**src/rtl/hpdcache_l15_resp_demux_rt.sv**
```systemverilog
// Routing-table response demux: L1.5 response beats are steered to the requester port recorded for their ID.
// HPDCACHE_L15_RESP_DEMUX_OUTREG_EN adds a one-beat output slot per port; undefined gives a 0-latency demux.
module hpdcache_l15_resp_demux_rt #(
    parameter int unsigned N          = 4,
    parameter int unsigned RESP_WIDTH = 64,
    parameter int unsigned ID_WIDTH   = 4,
    localparam int unsigned RT_DEPTH  = 2**ID_WIDTH,
    localparam int unsigned PW        = (N > 1) ? $clog2(N) : 1
) (
    input  logic                           clk_i,
    input  logic                           rst_ni,
    input  logic                           rt_wr_i,
    input  logic [ID_WIDTH-1:0]            rt_wr_id_i,
    input  logic [PW-1:0]                  rt_wr_port_i,
    output logic                           rt_wr_ready_o,
    input  logic                           mem_resp_valid_i,
    output logic                           mem_resp_ready_o,
    input  logic [RESP_WIDTH-1:0]          mem_resp_i,
    input  logic [ID_WIDTH-1:0]            mem_resp_id_i,
    input  logic                           mem_resp_last_i,
    output logic [N-1:0]                   mem_resp_valid_o,
    input  logic [N-1:0]                   mem_resp_ready_i,
    output logic [N-1:0][RESP_WIDTH-1:0]   mem_resp_o,
    output logic                           err_unmapped_o
);

    logic [RT_DEPTH-1:0] rt_valid_q, rt_valid_d;
    logic [PW-1:0]       rt_port_q [RT_DEPTH];
    logic [PW-1:0]       rt_port_d [RT_DEPTH];
    logic                entry_v_s;
    logic [PW-1:0]       tgt_s;
    logic [N-1:0]        sel_s;
    logic                hit_s;
    logic                accept_s;
    logic [N-1:0]        slot_free_s;
    logic                err_unmapped_q, err_unmapped_d;

    // Table lookup; an entry pointing past the last port selects nothing and so counts as a miss
    always_comb begin
        entry_v_s = rt_valid_q[mem_resp_id_i];
        tgt_s     = rt_port_q[mem_resp_id_i];
        sel_s     = '0;
        for (int p = 0; p < N; p++) begin
            sel_s[p] = entry_v_s && (tgt_s == PW'(p));
        end
        hit_s = |sel_s;
    end

    assign mem_resp_ready_o = hit_s ? |(sel_s & slot_free_s) : 1'b1;
    assign accept_s         = mem_resp_valid_i && mem_resp_ready_o;
    assign rt_wr_ready_o    = !rt_valid_q[rt_wr_id_i];

    // Table update: record on write, release on accepted last beat (stale entries are released too)
    always_comb begin
        for (int i = 0; i < RT_DEPTH; i++) begin
            if (rt_wr_i && rt_wr_ready_o && (rt_wr_id_i == ID_WIDTH'(i))) begin
                rt_valid_d[i] = 1'b1;
                rt_port_d[i]  = rt_wr_port_i;
            end else if (accept_s && entry_v_s && mem_resp_last_i && (mem_resp_id_i == ID_WIDTH'(i))) begin
                rt_valid_d[i] = 1'b0;
                rt_port_d[i]  = rt_port_q[i];
            end else begin
                rt_valid_d[i] = rt_valid_q[i];
                rt_port_d[i]  = rt_port_q[i];
            end
        end
    end

    // Unmapped beats are always consumed; flag them one cycle later
    always_comb begin
        err_unmapped_d = mem_resp_valid_i && !hit_s;
    end

    // Routing table and error flag state
    always_ff @(posedge clk_i or negedge rst_ni) begin
        if (!rst_ni) begin
            rt_valid_q     <= '0;
            err_unmapped_q <= 1'b0;
            for (int i = 0; i < RT_DEPTH; i++) begin
                rt_port_q[i] <= '0;
            end
        end else begin
            rt_valid_q     <= rt_valid_d;
            err_unmapped_q <= err_unmapped_d;
            rt_port_q      <= rt_port_d;
        end
    end

    assign err_unmapped_o = err_unmapped_q;

`ifdef HPDCACHE_L15_RESP_DEMUX_OUTREG_EN
    logic [N-1:0]                 slot_v_q, slot_v_d;
    logic [N-1:0][RESP_WIDTH-1:0] slot_data_q, slot_data_d;

    // An empty slot accepts regardless of its consumer, so idle ports never backpressure
    assign slot_free_s = ~slot_v_q | mem_resp_ready_i;

    // Slot next state: load wins over drain; payload only changes on load
    always_comb begin
        for (int p = 0; p < N; p++) begin
            if (accept_s && sel_s[p]) begin
                slot_v_d[p]    = 1'b1;
                slot_data_d[p] = mem_resp_i;
            end else if (mem_resp_ready_i[p]) begin
                slot_v_d[p]    = 1'b0;
                slot_data_d[p] = slot_data_q[p];
            end else begin
                slot_v_d[p]    = slot_v_q[p];
                slot_data_d[p] = slot_data_q[p];
            end
        end
    end

    // Per-port output slot registers
    always_ff @(posedge clk_i or negedge rst_ni) begin
        if (!rst_ni) begin
            slot_v_q    <= '0;
            slot_data_q <= '0;
        end else begin
            slot_v_q    <= slot_v_d;
            slot_data_q <= slot_data_d;
        end
    end

    assign mem_resp_valid_o = slot_v_q;
    assign mem_resp_o       = slot_data_q;
`else
    assign slot_free_s = mem_resp_ready_i;

    // Combinational steering; idle ports present zero payload
    always_comb begin
        for (int p = 0; p < N; p++) begin
            mem_resp_valid_o[p] = mem_resp_valid_i && sel_s[p];
            mem_resp_o[p]       = (mem_resp_valid_i && sel_s[p]) ? mem_resp_i : {RESP_WIDTH{1'b0}};
        end
    end
`endif

endmodule
```
**config.mk**
```make
export PLATFORM = sky130hd
export DESIGN_NAME = hpdcache_l15_resp_demux_rt
export DESIGN_NICKNAME = d
export VERILOG_FILES = /design/src/rtl/hpdcache_l15_resp_demux_rt.sv
export SDC_FILE = /design/constraint.sdc
export NUM_CORES = 1
export LEC_CHECK = 0
export ABC_AREA = 1
export BUFFER_PORTS_ARGS = -buffer_cell sky130_fd_sc_hd__buf_4
export CAP_MARGIN = 20
export CORE_AREA = 2 2 134 136
export CTS_CLUSTER_DIAMETER = 100
export DETAILED_ROUTE_END_ITERATION = 12
export DIE_AREA = 0 0 136 138
export GPL_ROUTABILITY_DRIVEN = 1
export GPL_TIMING_DRIVEN = 1
export PLACE_DENSITY = 0.66
export SLEW_MARGIN = 20
export SYNTH_ARGS = -nofsm -noshare
export SYNTH_HDL_FRONTEND = slang
export SYNTH_SLANG_ARGS = --single-unit
```
**constraint.sdc**
```tcl
create_clock -name clk_i -period 1.6 [get_ports clk_i]
set_input_delay 0.08 -clock clk_i [delete_from_list [all_inputs] [get_ports clk_i]]
set_output_delay 0.08 -clock clk_i [all_outputs]
set_load 0.005 [all_outputs]
```
Word-level counts from Yosys, hierarchy flattened:

Index checks and enable logic that the tools add are counted.

* register bits: 49
* output and inout bits: 263

* magnitude comparators: 3
* eq/ne operators: 33
* muxes and demuxes: 44
* bitwise logic cells: 2
* reductions and logical operators: 68

Operators by type and width (number)
* $mux W64: 4
* $eq A4 B4 Y1 const B: 16
* $logic_and A1 B1 Y1: 45
* $mux W1: 35
* $eq A4 B3 Y1 const B: 8
* $reduce_bool A2 Y1: 16
* $eq A4 B2 Y1 const B: 4
* $lt A4 B5 Y1 const B: 2
* $bmux W1 S4: 2
* $bmux W2 S4: 1
* $eq A4 B1 Y1 const B: 2
* $logic_not A4 Y1: 2
* $reduce_or A4 Y1: 2
* $ge A5 B5 Y1 const B: 1
* $not A4 Y5: 1
* $and A4 B4 Y4: 1
* $eq A2 B2 Y1 const B: 2
* $mux W2: 2
* $eq A2 B1 Y1 const B: 1
* $logic_not A1 Y1: 2
* $logic_not A2 Y1: 1

Logic depth before layout (Yosys ltp):

Gate-level depths: netlist of run 1.

* depth in word-level cells: 15
* gate-level depth with buffers: 19
* depth with buffers taken out: 16

Worst setup path after synthesis of run 1:

Ideal clock, no wire load.

* path type: register to register
* start: register rt_valid_q[7]
* end: register rt_port_q[22] (netlist bit)
* library setup time: 0.117 ns
* arrival time: 1.514 ns
* required time: 1.483 ns
* slack: -0.030 ns
* stages on the path, launching flop included: 12
* buffers on the path: 1
* clock period less this slack: 1.630 ns
* path through: dfrtp_1 a22oi_1 o211ai_1 nand2_1 nand2_1 nor3_2 nand2_2 nor2_1 buf_4 nand2_2 nand2_1 nand2_1

* word-level cells in the longest chain between the ends: 5

Ends and longest elaborated chain
* start, declared: RTL line 27 `logic [RT_DEPTH-1:0] rt_valid_q, rt_valid_d;`
* start signal, assigned: RTL line 83 `rt_valid_q <= rt_valid_d;`
* $bmux W1 S4: RTL line 51 `assign rt_wr_ready_o = !rt_valid_q[rt_wr_id_i];`
* $mux W1 (not written as such): RTL line 51
* $logic_not A1 Y1: RTL line 51
* via rt_wr_ready_o: RTL line 15 `output logic rt_wr_ready_o,`
* $logic_and A1 B1 Y1 (2 in series): RTL line 56 `if (rt_wr_i && rt_wr_ready_o && (rt_wr_id_i == ID_WIDTH'(i))) begin`
* end signal, assigned: RTL line 85 `rt_port_q <= rt_port_d;`
* end, declared: RTL line 28 `logic [PW-1:0] rt_port_q [RT_DEPTH];`

The timed path passes the listed nets, and every way through them passes these cells. The select of a mux whose other input is x is not followed.
A chain may end at the register's enable or synchronous reset.

==> flow_summary.toml, run 1 <==
[synthesis]
yosysSeqAreaShare_pct = 27.7
syn_nets = 896
yosys_warnings = 0
ys_seq_elements = 49
syn_inst = 813
syn_avg_cell_area_sq_um = 5.45
syn_area_sq_um = 4430
yosysUniqueCellTypes = 23

[timing]
setup_violations = 310
tightest_slew_ps = 643
relSlewSlack_pct = 57.1
min_period_over_period_pct = 138
timing.final.crit_period_ps = 2210
clock.fmax_ghz = 0.453
clock_skew_ps = 8.52
rsz0062_at_grt = "true"
finalWorstSetupSlack_ps = -607
slew_violations = 0
timing.final.hold_violations = 0

[worst_hold_path]
hp-start = "rt_wr_port_i[1]"
hold_depth = 3
min_path_type = "input port to flop"

[floorplan]
dieArea_sq_um = 18800
die_y_um = 138
core-area_sq_um = 17500
start_util_pct = 25.3
die_x_um = 136
pin_count = 346
num_rows = 49

[drt]
vias = 6737
wl_per_cell_um = 19.0
wl_um = 27300
ant_nets = 0
drtIter0Drc = 568
viasPerCell = 4.69
drt_first_pass_iters = 8
drc = 0

[critical_path]
start_kind = "flop"
crit_top_cell = "nand2_1"
rr_startpoint = "rt_port_q[1]"
worstSetupPathType = "flop to output pin"
critPathBufInv = 3
required_ps = 1520
cpPeakStageDelay_ps = 390
end_kind = "output pin"
crit_path_top_delay_cell = "dfrtp_1"
crit_fanout = 26
crit_cells = 13
reg2reg_depth = 17
crit_start = "rt_port_q[1]"
crit_chain = "nand2_1 > nand2_1 > nand2_1 > nand2_1 > nand2_1 > nand2_2 > nor2_4 > nand3_2 > nor2_4 > inv_4 > buf_12 > nor2_1 > buf_4"
crit_arrival_ps = 2130
path_delay_family = "simple AND/OR/NAND/NOR gates"

[clocking]
ctsHtreeMaxLevel = 2
clk_pin_slew_worst_paths_ps = 80
clock-sinks = 49
cts_tree = "yes"
numCtsBuffers = 5
insertion_delay_ps = 290
cts_buffer_depth = 2
root_buffer = "clkbuf_16"

[placement]
hpwlAfterDp_um = 20000
pre_cts_slack_ps = -434
io_buffers = 345
place_congestion = 0.954

[global_routing]
grt_pass1_wl_um = 36800
overflow = 0
grt_max_degree = 52
grt_pass1_vias = 6024
grt.total_usage_pct = 25.8
grt_antenna_before_repair = 0

[flow_run]
drv_cap = 0

[status]
outcome = "complete, but fails checks"
violations = "setup timing"

[pwr]
p_leak_nw = 5.08
pwr_density_cell_nw_per_um2 = 618
total_power_w = 0.00551
vdd_drop_max_uv = 679

[cells_and_area]
nNetsFinal = 1288
syn_to_final_growth_pct = 101
drive_gt1_share_pct = 50.6
num_antenna_cells = 0
-- final cells by class --
class                      count  area (sq um)
clock buffer                   5           125
multi-input combinational    622          3120
clock inverter                 3          28.8
timing repair buffer         431          3730
fill                        1694          8620
tap                          229           287
inverter                      95           390
timing repair inverter         1          11.3
sequential                    49          1230
-- worst reg2reg max path, stage by stage, from the launching register on --
cell	delay, ps
dfrtp_1	390
nand2_1	90
nand2_1	50
nand2_1	70
nand2_1	70
nand2_1	70
nand2_2	80
nor2_4	160
nand3_4	90
buf_4	140
buf_4	120
nor2_2	130
nor2_4	70
nand2_4	90
buf_12	150
nand3_1	90
nand2_1	70
nand2_1	50
-- sequential cells by signal, indices dropped and copies added (netlist names) --
signal and cells:
rt_port_q 32, rt_valid_q 16, err_unmapped_o 1
-- path summary, 6_finish.rpt --
kind | end | slack [ps]
min reg2reg | rt_port_q[6] | 480
max reg2reg | rt_valid_q[9] | -490
min in group asynchronous | rt_port_q[11] | 350
max in group asynchronous | rt_valid_q[6] | 820
min | rt_port_q[5] | 130
max | mem_resp_o[54] | -610
-- cells by family after synthesis --
logic type	after synthesis	synth area share [%]
and+or+nand+nor	613	56.1
buffers and inverters	142	14.8
DFF	49	27.7
AOI/OAI and AO/OA	9	1.50
-- cells in the mapped netlist (all sizes together) --
library cell / number / area, sq um
nor2: 295 / 1140
nand2: 258 / 996
inv: 95 / 364
nand3: 59 / 340
dfrtp: 49 / 1230
buf: 40 / 265
clkbuf: 7 / 26.3
a22oi: 4 / 30.0
a31oi: 2 / 12.5
nor3: 1 / 10.0
o211ai: 1 / 7.51
o21ai: 1 / 5.00
o21bai: 1 / 11.3
-- repair_timing --
action,CTS,global route
gates resized for setup,110,124
hold endpoints to repair,49,0
setup endpoints to repair,310,310
hold buffers,1,0
setup buffers,9,6
cloned,5,12
pin swaps,10,13
-- cell usage in the layout, fill, tap and decap left out, drive strengths merged --
cell and instances:
buf 423, nor2 295, nand2 258, inv 98, nand3 59, dfrtp 49, clkbuf 12, a22oi 4
a31oi 2, o21ai 1, o21bai 1, o211ai 1, nor3 1, clkinv 1, dlygate4sd3 1
-- power by group --
group	internal [W]	total (W)	leakage, nW	switching [W]
clock network	0.000600	0.00112	0.0763	0.000522
logic	0.00118	0.00263	4.41	0.00145
registers	0.00155	0.00176	0.589	0.000214
-- per-layer routing --
metal	vias up	global-route usage, %	part of all wire [%]
met5	-	0	0
met4	0	4.50	2.1
met3	48	7.11	11
met2	364	42.5	46
met1	3137	34.2	41
li1	3188	-	-
-- through the flow --
| stage | TNS (ps) | area (sq um) | instances | util (%) | hold WS, ps |
|---|---|---|---|---|---|
| floorplan | -55.2 | 4440 | 813 | - | -216 |
| global placement | -85410 | 7540 | 1395 | 43.0 | 149 |
| detailed placement | -89870 | 7540 | 1395 | 43.0 | 147 |
| CTS | -130050 | 8230 | 1418 | 46.9 | 140 |
| global route | -182000 | 8910 | 1435 | 50.8 | 140 |
| finish | -154650 | 8910 | 1435 | 50.8 | 135 |
Power figures use the tool's default switching activity.
==> run 2: changes to the inputs <==
==> constraint.sdc (replaced) <==
create_clock -name clk_i -period 2 [get_ports clk_i]
set_input_delay 0.1 -clock clk_i [delete_from_list [all_inputs] [get_ports clk_i]]
set_output_delay 0.1 -clock clk_i [all_outputs]
set_load 0.005 [all_outputs]
==> run 2 against run 1 <==
  * The run still ends with setup timing left
  * Combinational power decreased by 30%
  * Total power shrank 24%
  * Largest cell class unchanged
  * Clock power down 20%
  * Die area unchanged
  * Routed wire length decreased by 3.6%
  * Sequential cell count unchanged
  * Design area fell by 3.7%
  * Critical path type unchanged
  * Sequential share of layout area increased by 0.52 points
  * Via count decreased by 4.5%
  * Non-clock buffer count fell by 33
  * Count of clock-buffer cells in the layout unchanged
  * Core utilization shrank 1.9 points
==> flow_summary.toml, run 2 (synthesis results as in run 1) <==
[status]
outcome = "complete, but fails checks"
violations = "setup timing"

[critical_path]
rr_startpoint = "rt_valid_q[6]"
start_kind = "flop"
crit_arrival_ps = 2040
critPathBufInv = 5
crit_chain = "nand2_1 > nand2_1 > nand2_1 > nand2_1 > nand2_1 > nand2_1 > inv_2 > nand2_4 > inv_4 > nor2_4 > nand2_4 > buf_12 > buf_16 > nor2_4 > buf_6"
rrSetupSlack_ps = -10
r2r-end = "rt_port_q[7]"
required_ps = 1900
reg2reg_depth = 12
end_kind = "output pin"
worstSetupPathType = "flop to output pin"
crit_path_top_delay_cell = "dfrtp_1"
crit_fanout = 8
path_delay_family = "simple AND/OR/NAND/NOR gates"
crit_top_cell = "nand2_1"
cpPeakStageDelay_ps = 440

[drt]
wl_per_cell_um = 18.8
viasPerCell = 4.59
wl_um = 26300
drt_first_pass_iters = 5
drc = 0
drtIter0Drc = 394
vias = 6436
ant_nets = 0

[floorplan]
core-area_sq_um = 17500
pin_count = 346
die_y_um = 138
num_rows = 49
die_x_um = 136
dieArea_sq_um = 18800
start_util_pct = 25.3

[worst_hold_path]
min_path_type = "input port to flop"
hold_depth = 3
hp-start = "rt_wr_port_i[0]"
whs_endpoint = "rt_port_q[28]"

[cells_and_area]
nNetsFinal = 1254
top_register = "rt_port_q"
largest_register_ffs = 32
instances_no_fill = 1401
final_cell_mix = "330 x buf_4, 242 x nand2_1, 207 x nor2_1"
num_antenna_cells = 0
drive_gt1_share_pct = 45.6
syn_to_final_growth_pct = 93.7
final_common_cell = "buf_4"

[timing]
clock.fmax_ghz = 0.468
clock_skew_ps = 6.36
setup_violations = 257
fin_setup_tns_ps = -16660
rsz0062_at_grt = "true"
slew_violations = 0
hold_slack_ps = 161
relSlewSlack_pct = 57.0
timing.final.crit_period_ps = 2140
min_period_over_period_pct = 107
timing.final.hold_violations = 0
finalWorstSetupSlack_ps = -137
tightest_slew_ps = 645

[global_routing]
grt_pass1_vias = 5831
grt_antenna_before_repair = 0
grt_max_degree = 50
grt_pass1_wl_um = 35700
overflow = 0
grt.total_usage_pct = 25.3

[clocking]
root_buffer = "clkbuf_16"
clk_pin_slew_worst_paths_ps = 80
insertion_delay_ps = 290
cts_buffer_depth = 2
numCtsBuffers = 5
ctsHtreeMaxLevel = 2
clock-sinks = 49
cts_tree = "yes"

[placement]
place_congestion = 0.953
dp.cells = 1370
io_buffers = 345
hpwlAfterDp_um = 20600
pre_cts_slack_ps = -4.82

[pwr]
pwr_density_cell_nw_per_um2 = 485
p_leak_nw = 4.91
vdd_drop_max_uv = 556

[flow_run]
drv_cap = 0
## run 2: cell types whose count changed in the layout (fill, tap and decap cells not counted), sizes merged
| cell | delta |
|---|---|
| buf | -31 |
| inv | -3 |
| clkbuf | -2 |
| clkinv | +2 |
## run 2: report_power, final
part | internal, W | total, W | switching, W
sequential | 0.00124 | 0.00142 | 0.000184
combinational | 0.000790 | 0.00185 | 0.00106
clock | 0.000479 | 0.000894 | 0.000415
total | 0.00251 | 0.00417 | 0.00166
## run 2: repair_timing
item / in CTS / in global routing
pin swaps: 7 / 11
hold endpoints to repair: 49 / 0
hold buffers: 1 / 0
setup buffers: 8 / 7
setup endpoints to repair: 258 / 278
cloned: 1 / 6
gates resized for setup: 43 / 167
## run 2: worst reg2reg max path: stages (launching register included)
cell and delay (ps):
dfrtp_1 410, buf_4 150, a22oi_1 160, o211ai_1 120, nand2_1 70, nand2_1 50, nor3_2 170, nand2_2 130
nor2_1 190, buf_12 170, nand2_1 130, nand2_1 110, nand2_1 50
## run 2: metrics by stage
| stage | instance area [sq um] | power, W | util, % |
|---|---|---|---|
| after global routing | 8590 | 0.00442 | 49.0 |
| after detailed placement | 7370 | 0.00306 | 42.0 |
| after global placement | 7370 | 0.00304 | 42.0 |
| after CTS | 7760 | 0.00401 | 44.3 |
| final | 8590 | 0.00417 | 49.0 |
| after floorplan | 4430 | 0.00224 | - |
## run 2: final cells by class
| type | count | area (sq um) |
|---|---|---|
| Fill cell | 1792 | 8950 |
| Timing Repair Buffer | 398 | 3460 |
| Multi-Input combinational cell | 622 | 3080 |
| Sequential cell | 49 | 1230 |
| Inverter | 95 | 374 |
| Tap cell | 229 | 287 |
| Clock buffer | 5 | 125 |
| Clock inverter | 3 | 33.8 |
## run 2: how the worst max path moves through the flow
stage	start	to	slack (ps)	cells after the start
2_1_floorplan	rt_valid_q[7]	rt_port_q[22]	370	11
3_3_place_gp	mem_resp_id_i[0]	mem_resp_o[114]	30	15
3_5_place_dp	mem_resp_id_i[0]	mem_resp_o[250]	-5	16
4_1_cts	rt_valid_q[4]	mem_resp_o[189]	-140	14
5_1_grt	rt_port_q[25]	mem_resp_o[125]	-290	13
6_report	rt_valid_q[0]	mem_resp_o[245]	-140	15
## run 2: routing by layer
metal	track usage [%]	wire, um	up-vias
met5	0	0	-
met4	5.04	500	0
met3	6.67	2620	33
met2	41.4	12100	309
met1	33.6	11100	2981
li1	-	-	3113
